**config.mk**
```make
export PLATFORM = sky130hd
export DESIGN_NAME = rr_arb_16
export DESIGN_NICKNAME = d
export VERILOG_FILES = /design/src/rtl/arb_pkg.sv /design/src/rtl/dec_4x16.sv /design/src/rtl/rr_arb_16.sv
export SDC_FILE = /design/constraint.sdc
export NUM_CORES = 1
export LEC_CHECK = 0
export CORE_ASPECT_RATIO = 0.5
export CORE_MARGIN = 2
export CORE_UTILIZATION = 28
export CTS_CLUSTER_DIAMETER = 200
export DETAILED_ROUTE_END_ITERATION = 10
export PLACE_DENSITY_LB_ADDON = 0.3
export REMOVE_ABC_BUFFERS = 1
export SLEW_MARGIN = 10
export SYNTH_ARGS = -nofsm -noshare
export SYNTH_HDL_FRONTEND = slang
export SYNTH_SLANG_ARGS = --single-unit
```
**constraint.sdc**
```tcl
create_clock -name clk -period 4 [get_ports clk]
set_input_delay 0.8 -clock clk [delete_from_list [all_inputs] [get_ports clk]]
set_output_delay 0.8 -clock clk [all_outputs]
set_load 0.05 [all_outputs]
```
**src/rtl/arb_pkg.sv**
```systemverilog
// Shared constants and state encoding for the 16-way round-robin arbiter.
//   ST_IDLE / ST_GRANT : FSM encodings
//   IDX_W              : width of a requester index
//   N_REQ              : number of requesters
package arb_pkg;

  localparam logic        ST_IDLE  = 1'b0;
  localparam logic        ST_GRANT = 1'b1;
  localparam int unsigned IDX_W    = 4;
  localparam int unsigned N_REQ    = 16;

  typedef enum logic {
    IDLE  = ST_IDLE,
    GRANT = ST_GRANT
  } state_t;

endpackage

```
**src/rtl/dec_4x16.sv**
```systemverilog
// 4-to-16 one-hot decoder with enable.
//   en  : when 0 the output is all-zero
//   in  : index to decode
//   out : one-hot of in, gated by en
module dec_4x16
  import arb_pkg::*;
(
  input  logic             en,
  input  logic [IDX_W-1:0] in,
  output logic [N_REQ-1:0] out
);

  always_comb begin
    out = '0;
    if (en) out = N_REQ'(1) << in;
  end

endmodule

```
**src/rtl/rr_arb_16.sv**
```systemverilog
// Round-robin arbiter: one exclusive owner among 16 requesters, held until
// the owner drops its request, the hold limit expires, or en falls.
//   clk, rst : clock and synchronous active-high reset
//   en       : 0 blocks new grants and drops the active one
//   req      : level-sensitive request vector
//   gnt      : one-hot grant, zero when gnt_vld=0
//   gnt_idx  : current/last owner
//   gnt_vld  : a grant is active
//   timeout  : one-cycle pulse when the hold limit forced the release
module rr_arb_16
  import arb_pkg::*;
#(
  parameter int unsigned MAX_HOLD = 16,
  parameter int unsigned HOLD_W   = 16
) (
  input  logic             clk,
  input  logic             rst,
  input  logic             en,
  input  logic [N_REQ-1:0] req,
  output logic [N_REQ-1:0] gnt,
  output logic [IDX_W-1:0] gnt_idx,
  output logic             gnt_vld,
  output logic             timeout
);

  state_t              state;
  logic [IDX_W-1:0]    ptr;
  logic [HOLD_W-1:0]   hold_cnt;
  logic [IDX_W-1:0]    winner;
  logic                owner_req;
  logic                hold_end;

  // First set bit scanning p, p+1, ... p+15 (mod 16).
  function automatic logic [IDX_W-1:0] rr_pick(input logic [N_REQ-1:0] r,
                                               input logic [IDX_W-1:0] p);
    logic [2*N_REQ-1:0] dbl;
    logic [N_REQ-1:0]   rot;
    logic [IDX_W-1:0]   pos;
    dbl = {r, r} >> p;
    rot = dbl[N_REQ-1:0];
    pos = '0;
    for (int i = N_REQ - 1; i >= 0; i--) begin
      if (rot[i]) pos = IDX_W'(i);
    end
    return p + pos;
  endfunction

  assign winner    = rr_pick(req, ptr);
  assign owner_req = req[gnt_idx];
  assign hold_end  = (hold_cnt == HOLD_W'(MAX_HOLD - 1));

  // Arbitration FSM; all outputs except gnt are registered here.
  always_ff @(posedge clk) begin
    if (rst) begin
      state    <= IDLE;
      ptr      <= '0;
      gnt_idx  <= '0;
      gnt_vld  <= 1'b0;
      hold_cnt <= '0;
      timeout  <= 1'b0;
    end else begin
      timeout <= 1'b0;
      case (state)
        IDLE: begin
          if (en && |req) begin
            gnt_idx  <= winner;
            gnt_vld  <= 1'b1;
            hold_cnt <= '0;
            state    <= GRANT;
          end
        end
        GRANT: begin
          hold_cnt <= hold_cnt + HOLD_W'(1);
          if (!owner_req || !en || hold_end) begin
            gnt_vld <= 1'b0;
            state   <= IDLE;
            ptr     <= gnt_idx + IDX_W'(1);
            // Only flag timeout when nothing else would have released the grant.
            timeout <= owner_req && en;
          end
        end
        default: state <= IDLE;
      endcase
    end
  end

  dec_4x16 u_dec (
    .en  (gnt_vld),
    .in  (gnt_idx),
    .out (gnt)
  );

endmodule

```
**Yosys cells after proc, flatten, opt, wreduce, memory -nomap -nowiden**

Index checks and enable logic that the tools add are counted.
W data, S select, Z words.

- Output and inout port bits: 22
- Bits of input ports: 19
- Register bits after elaboration: 27

- Mux-type cells: 27
- Shift-type cells: 2
- Bitwise gates (word level): 2
- Reductions and logical operators: 11
- Eq/ne operators: 3
- Order comparisons: 1
- $add $sub $neg: 3

Operators by type and width:

| kind | count |
|---|---|
| $mux W4 | 16 |
| $mux W16 | 2 |
| $pmux W16 S2 | 1 |
| $shr A32 B4 Y16 | 1 |
| $add A16 B1 Y16 const B | 1 |
| $eq A16 B4 Y1 const B | 1 |
| $reduce_or A16 Y1 | 1 |
| $shl A1 B4 Y16 const A | 1 |
| $reduce_and A2 Y1 | 3 |
| $lt A4 B5 Y1 const B | 1 |
| $mux W1 | 5 |
| $add A4 B1 Y4 const B | 1 |
| $add A4 B4 Y4 | 1 |
| $bmux W1 S4 | 1 |
| $pmux W1 S2 | 2 |
| $reduce_or A3 Y1 | 1 |
| $logic_and A1 B1 Y1 | 2 |
| $logic_not A1 Y1 | 2 |
| $logic_or A1 B1 Y1 | 2 |
| $ne A2 B1 Y1 const B | 1 |
| $ne A2 B2 Y1 const B | 1 |
| $not A1 Y1 | 2 |

**Depth between registers and ports, before layout**

Gate-level depths: netlist (run 1).

- Depth after elaboration: 18
- Gate-level depth with buffers: 15
- Gate-level depth less buffers: 13

**Cells and area by module**

Synthesis (run 1) repeated with hierarchy kept, for this count alone.

- Cells, all modules: 299
- Area total of the unflattened synthesis: 2686.3 µm²

By module, submodules not included:

| module | area each (µm²) | cells an instance | instances |
|---|---|---|---|
| rr_arb_16 | 2566.2 | 276 | 1 |
| dec_4x16 | 120.1 | 23 | 1 |

**Worst setup path before layout (run 1)**

Ideal clock, no wire load.

- Kind: input -> register
- Start point: input req[8]
- End point: register gnt_idx[3]
- Path buffers: 0
- Cell stages on the path: 12
- Data arrival time: 3.377 ns
- Path slack: 0.560 ns
- Cells stage by stage: mux4_1 -> mux2_2 -> o32ai_2 -> o221ai_1 -> a21oi_1 -> ha_1 -> a21o_1 -> a21oi_1 -> xor2_1 -> nor3b_1 -> o2111ai_1 -> nand3_1

- Longest elaborated chain between the ends: 18
- Elaborated cells on any way between the ends: 21
- Those cells by class: add/sub: 1; shift: 1; mux: 16; reduce/logical: 3

RTL lines:

| what | RTL line | RTL |
|---|---|---|
| start, declared | rr_arb_16.sv:19 | `input logic [N_REQ-1:0] req,` |
| $shr A32 B4 Y16 | rr_arb_16.sv:39 | `dbl = {r, r} >> p;` |
| $mux W4 (16 in a row) | rr_arb_16.sv:43 | `if (rot[i]) pos = IDX_W'(i);` |
| $add A4 B4 Y4 | rr_arb_16.sv:45 | `return p + pos;` |
| end signal, assigned | rr_arb_16.sv:66 | `gnt_idx <= winner;` |
| end, declared | rr_arb_16.sv:21 | `output logic [IDX_W-1:0] gnt_idx,` |

Several ways; a longest one is shown, not always the timed one.
A chain may end at the register's enable or synchronous reset.

**Final worst setup path (run 1)**

- Start point: input req[6]
- End point: register gnt_idx[3]

The elaborated chain is that of the path after synthesis.

==> results.yml, run 1 <==
pwr:
  power_frac_seq_pct: 29.0
  power.switching_uw: 378
  ir_drop_uv: 144
  power_switching_share_pct: 35.7
  power.leakage_nw: 1.40
  combPwrFrac_pct: 49.9
  p_clk_share_pct: 21.1
  internal_power_uw: 680
  p_per_area_nw_per_um2: 289
  total_power_mw: 1.06
setup_path:
  critPathKind: "input port to flop"
  end_kind: "flop"
  rr_startpoint: "ptr[3]"
  critPathMaxFanout: 6
  crit_arrival_ps: 4010
  critPathRequiredTime_ps: 4200
  cp-start-kind: "input port"
  critPathLaunch: "req[6]"
synthesis:
  netlist_instances: 303
  synth_flop_cell: "dfxtp_1"
  synth_area_leaders: "dfxtp_1, mux4_1, mux2i_1"
  syn_area_per_cell_um2: 9.31
  synth_cell_types: 55
  synth_top_family_by_area: "multiplexers"
  synthMuxAreaShare_pct: 33.2
  ys_ff_latch: 27
  netlist.area_leader.share_pct: 19.2
  ys_async_sr_fraction_pct: 0
  synth-adder-area-share_pct: 5.14
  synth_top_cell_by_area: "dfxtp_1"
  syn_area_um2: 2820
  synth_xor_area_share_pct: 0.931
  synth_edf_count: 0
  yosys_warnings: 0
  ys_seq_area_share_pct: 19.2
  synth_compound_area_share_pct: 15.3
  synthSimpleGateAreaFrac_pct: 21.4
place:
  dp_slack_ps: -204
  post-dp-hpwl_um: 5770
  port_buffers: 40
  dp_cells: 498
  gp_congestion: 0.812
finish:
  syn_to_final_growth_pct: 29.8
  finalNonFillerCells: 503
  fillers: 968
  drive_gt1_share_pct: 23.1
  antenna_cells: 0
  nNetsFinal: 399
drt:
  wl_per_cell_um: 14.8
  detail-route-antenna-nets: 0
  first_pass_iters: 4
  wl_um: 7460
  via_count: 2620
  drt_iter0_markers: 125
  drt-vias-per-instance: 5.21
  drc: 0
grt:
  antenna_found_initial: 0
  track_usage_pct: 13.6
  grt_max_degree: 30
  grt_pass1_wl_um: 12200
  gr-total-overflow: 0
  grt_pass1_vias: 2405
clock_tree:
  clock_latency_ps: 260
  cts-root-buf: "clkbuf_16"
  cts_hold_buffers: 0
  clockBufferDepth: 2
  cts_tree: "yes"
  cts_sinks: 27
  path_clk_slew_ps: 60
  htreeDepth: 1
  cts_inserted_buffers: 3
sta:
  finalCritPeriodShare_pct: 95.3
  slew_violations: 0
  timing.setup.tns_ps: 0
  holdWs_ps: 528
  fmax_mhz: 262
  skew_ps: 4.73
  worstMarginPinSlew_ps: 1110
  max_slew_margin_pct: 26.0
  setup_viol: 0
  min_period_ps: 3810
  fin_ws_ps: 188
  hold_viol: 0
floorplan:
  die-area_um2: 10900
  start_util_pct: 29.4
  ioPinCount: 41
  chipWidth_um: 146
  fp-row-count: 25
  die_h_um: 75.0
  coreArea_um2: 9600
worst_hold_path:
  min-delay-path-class: "flop to flop"
  hold_start: "hold_cnt[4]"
run:
  max_cap_violations: 0
status:
  outcome: "finished clean"
-- per-layer routing --
layer	share of wire [%]	GRT usage (%)	vias to the layer above	wire, um
li1	-	-	1301	-
met1	49	18.1	1271	3660
met2	48	24.5	38	3560
met3	2.2	1.88	10	163
met4	0.99	2.29	0	74
met5	0	0	-	0
-- timing repair --
action,CTS,global route
setup endpoints to repair,0,2
buffers inserted,0,1
gates resized for setup,0,14
-- flip-flops by register name, summed over array words and instances (netlist names) --
name / cells
gnt_idx: 4
ptr: 4
timeout: 1
gnt_vld: 1
hold_cnt: 16
state: 1
-- cells in the mapped netlist (3+ instances only) --
| master | n |
|---|---|
| o211ai_1 | 5 |
| nand2b_1 | 4 |
| nor4_1 | 6 |
| o21ai_0 | 3 |
| inv_1 | 6 |
| xor2_1 | 3 |
| a21oi_1 | 15 |
| nor3b_1 | 3 |
| nand4_1 | 4 |
| a21o_1 | 3 |
| dfxtp_1 | 27 |
| mux2i_1 | 23 |
| nand3_1 | 11 |
| nand2_1 | 19 |
| and3_1 | 17 |
| ha_1 | 10 |
| nor3_1 | 9 |
| a211oi_1 | 7 |
| nor2b_1 | 5 |
| o21a_1 | 4 |
| buf_4 | 3 |
| and2_1 | 3 |
| buf_2 | 6 |
| clkbuf_1 | 8 |
| mux4_1 | 14 |
| mux4_2 | 7 |
| mux2_2 | 16 |
| nor2_1 | 29 |
-- worst paths after layout --
check	to	slack (ps)	cells past startpoint
max	gnt_idx[3]	190	15
min	hold_cnt[4]	530	2
max reg2reg	gnt_idx[3]	630	15
min reg2reg	hold_cnt[4]	530	2
-- layout make-up --
cell class	instances	area, um^2	area share, %
clock buffer	4	78.8	2.15
inverter	7	26.3	0.718
multi-input combinational	250	2130	58.1
sequential	27	541	14.8
tap	135	169	4.61
timing repair buffer	80	718	19.6
-- layout by cell type (no fill, tap or decap), types with 5 or more instances in the layout --
cell / netlist / final
nand2_1: 19 / 19
a21oi_1: 15 / 14
and3_1: 17 / 17
nor3_1: 9 / 8
ha_1: 10 / 10
nand3_1: 11 / 11
mux4_1: 14 / 6
nor2b_1: 5 / 5
mux2i_1: 23 / 22
nor2_1: 29 / 29
o211ai_1: 5 / 5
dfxtp_1: 27 / 27
a211oi_1: 7 / 7
mux4_2: 7 / 15
clkdlybuf4s50_1: 0 / 38
inv_1: 6 / 6
mux2_2: 16 / 16
buf_4: 3 / 39
nor4_1: 6 / 6
-- per-stage QoR --
stage          cell area, um^2  util, %
3_3_place_gp              3580     37.3
4_1_cts                   3660     38.1
5_1_grt                   3660     38.1
3_5_place_dp              3580     37.3
2_1_floorplan             2710        -
6_report                  3660     38.1
-- cells by family (layout without fill, tap and decap cells) --
group	count (synthesis)	count (layout)
simple gates	118	118
xor+xnor	3	3
mux	60	60
fa+ha+maj	11	11
compound gates	58	58
flops	27	27
buf+inv	26	91
-- critical path, stage by stage --
cell             delay (ps)
clkdlybuf4s50_1         510
mux4_2                  550
mux2i_1                 150
buf_4                   160
mux2i_1                  70
a311o_1                 330
a31oi_1                 180
o2bb2ai_1               100
ha_1                    220
a21o_1                  180
a21oi_1                 160
xor2_1                  190
nor3b_2                 180
o2111ai_1               140
nand3_1                  80
-- power groups by stage --
| stage | combinational (mW) | clock (mW) | sequential, mW |
|---|---|---|---|
| global route | 0.567 | 0.243 | 0.311 |
| detailed placement | 0.514 | 0 | 0.314 |
| global placement | 0.518 | 0 | 0.314 |
| CTS | 0.517 | 0.232 | 0.308 |
| finish | 0.528 | 0.223 | 0.307 |
| floorplan | 0.280 | 0 | 0.347 |
Note: power is estimated with default switching activity, not from simulation.
==> run 2, diff against run 1 <==
Settings changed: CAP_MARGIN set to 20, CORE_ASPECT_RATIO 0.5 to unset.
==> results.yml, run 2 (synthesized netlist as in run 1, its figures left out) <==
finish:
  final_common_cell: "buf_4"
  finalNonFillerCells: 504
  regMostFlops: "hold_cnt"
  fillers: 993
  antenna_cells: 0
  multiInputGateArea_um2: 2160
  final_cell_area_um2: 3670
  largest_register_ff_count: 16
  largestRegisters: "hold_cnt: 16 flops, gnt_idx: 4 flops, ptr: 4 flops"
  most-common-layout-cells: "buf_4, clkdlybuf4s50_1, nor2_1, dfxtp_1, mux2i_1"
  drive_gt1_share_pct: 24.3
  syn_to_final_growth_pct: 30.0
  nNetsFinal: 402
  seq_area_um2: 541
  fin_util_pct: 37.5
grt:
  gr-total-overflow: 0
  gr-usage-met1_pct: 19.5
  grt_busiest_layer: "met2"
  gr-usage-met3_pct: 1.44
  grt_max_degree: 30
  antenna_found_initial: 0
  track_usage_pct: 14.3
  grtUsageMet2_pct: 23.8
  grt_pass1_wl_um: 13000
  grt_pass1_vias: 2608
sta:
  min_period_ps: 3820
  fmax_mhz: 262
  max_slew_margin_pct: 30.8
  skew_ps: 1.69
  rsz0062_at_grt: "false"
  finalCritPeriodShare_pct: 95.6
  worstMarginPinSlew_ps: 1040
  hold_viol: 0
  holdWs_ps: 499
  slew_violations: 0
  setup_viol: 0
place:
  dp_cells: 499
  post-dp-hpwl_um: 5930
  placed_area_um2: 3590
  port_buffers: 40
  gp_congestion: 0.888
clock_tree:
  cts_tree: "yes"
  htreeDepth: 1
  cts-root-buf: "clkbuf_8"
  clock_latency_ps: 270
  path_clk_slew_ps: 90
  clockBufferDepth: 2
  cts_sinks: 27
  cts_inserted_buffers: 3
setup_path:
  ff2ff_path_depth: 14
  slowest_stage: "mux4_1"
  cp-start-kind: "input port"
  crit_buf_inv: 2
  crit_arrival_ps: 3980
  r2r-end: "gnt_idx[3]"
  critPathMaxFanout: 4
  critPathRequiredTime_ps: 4160
  rrSetupSlack_ps: 550
  critPathKind: "input port to flop"
  end_kind: "flop"
  max_stage_delay_ps: 500
  cp.depth: 15
  cp_top_family: "compound AO/OA/AOI/OAI gates"
  rr_startpoint: "ptr[1]"
  path_cells: "clkdlybuf4s50_1 -> buf_4 -> mux4_1 -> mux2_2 -> a211o_1 -> a2bb2oi_2 -> a31oi_1 -> o2bb2ai_1 -> ha_1 -> a21o_1 -> a21oi_1 -> xor2_1 -> nor3b_2 -> o2111ai_1 -> nand3_1"
  critPathLaunch: "req[15]"
  worstSetupEndpoint: "gnt_idx[3]"
drt:
  drt-vias-per-instance: 5.29
  drt_iter0_markers: 144
  via_count: 2665
  wl_um: 7760
  wl_per_cell_um: 15.4
  detail-route-antenna-nets: 0
  first_pass_iters: 4
  drc: 0
floorplan:
  start_util_pct: 28.9
  die_h_um: 104
  chipWidth_um: 104
  ioPinCount: 41
  fp-row-count: 36
  coreArea_um2: 9770
  die-area_um2: 10900
worst_hold_path:
  min-delay-path-class: "flop to flop"
pwr:
  total_power_uw: 991
  p_per_area_nw_per_um2: 270
  power_frac_seq_pct: 30.9
  power_switching_share_pct: 38.3
  p_clk_share_pct: 15.3
  combPwrFrac_pct: 53.7
  internal_power_uw: 612
  ir_drop_uv: 133
  power.switching_uw: 380
  power.leakage_nw: 1.42
run:
  max_cap_violations: 0
status:
  outcome: "finished clean"
==> run 2: cell types whose count changed in the layout (fill, tap and decap cells not counted), sizes merged <==
cell,delta
clkinv,+1
clkdlybuf4s50,-2
dlymetal6s2s,+2
clkbuf,-1
buf,+3
==> run 2: worst min-delay path by stage <==
stage             endpoint  depth (start not counted)         from
3_5_place_dp        ptr[1]                          2       ptr[1]
2_1_floorplan  hold_cnt[4]                          2  hold_cnt[4]
5_1_grt        hold_cnt[6]                          2  hold_cnt[6]
4_1_cts             ptr[1]                          2       ptr[1]
6_report            ptr[1]                          2       ptr[1]
3_3_place_gp        ptr[1]                          2       ptr[1]
==> run 2: metrics by stage <==
| stage | setup WS (ps) | TNS [ps] |
|---|---|---|
| floorplan | 333 | 0 |
| global placement | -201 | -263 |
| detailed placement | -230 | -400 |
| CTS | 34.6 | 0 |
| global route | 2.50 | 0 |
| finish | 176 | 0 |
==> run 2: power groups by stage <==
stage                     registers (mW)  clock network [mW]  logic, mW
after floorplan                    0.347                   0      0.280
after global placement             0.313                   0      0.507
after detailed placement           0.314                   0      0.509
after CTS                          0.307               0.160      0.512
after global routing               0.311               0.170      0.578
final                              0.307               0.152      0.532
==> run 2: final cells by class <==
type | count | share of cell area (%)
Tap cell | 133 | 4.54
Clock buffer | 3 | 1.13
Inverter | 7 | 0.716
Clock inverter | 1 | 0.136
Multi-Input combinational cell | 250 | 58.8
Sequential cell | 27 | 14.7
Timing Repair Buffer | 83 | 20.0
==> run 2: worst register-to-register path, delay by kind of cell (launching register included) <==
kind,cells,cell delay (ps)
multiplexers,2,860
buffers and inverters,1,300
XOR/XNOR,1,200
flip-flops,1,340
AO/OA/AOI/OAI,6,1110
adder cells (fa/ha/maj),1,220
AND/OR/NAND/NOR,3,370
==> run 2: layer usage <==
metal / wire length (um) / vias up / part of all wire, %
met3: 227 / 10 / 2.9
li1: - / 1307 / -
met1: 3700 / 1292 / 48
met4: 100 / 0 / 1.3
met2: 3730 / 56 / 48
met5: 0 / - / 0
==> run 2: repair_timing <==
| action | 4_1_cts | 5_1_grt |
|---|---|---|
| endpoints found under the setup margin | 0 | 2 |
| resized for setup | 0 | 18 |
| hold endpoints to repair | 0 | 0 |
| hold buffers | 0 | 0 |
| buffers inserted | 0 | 1 |
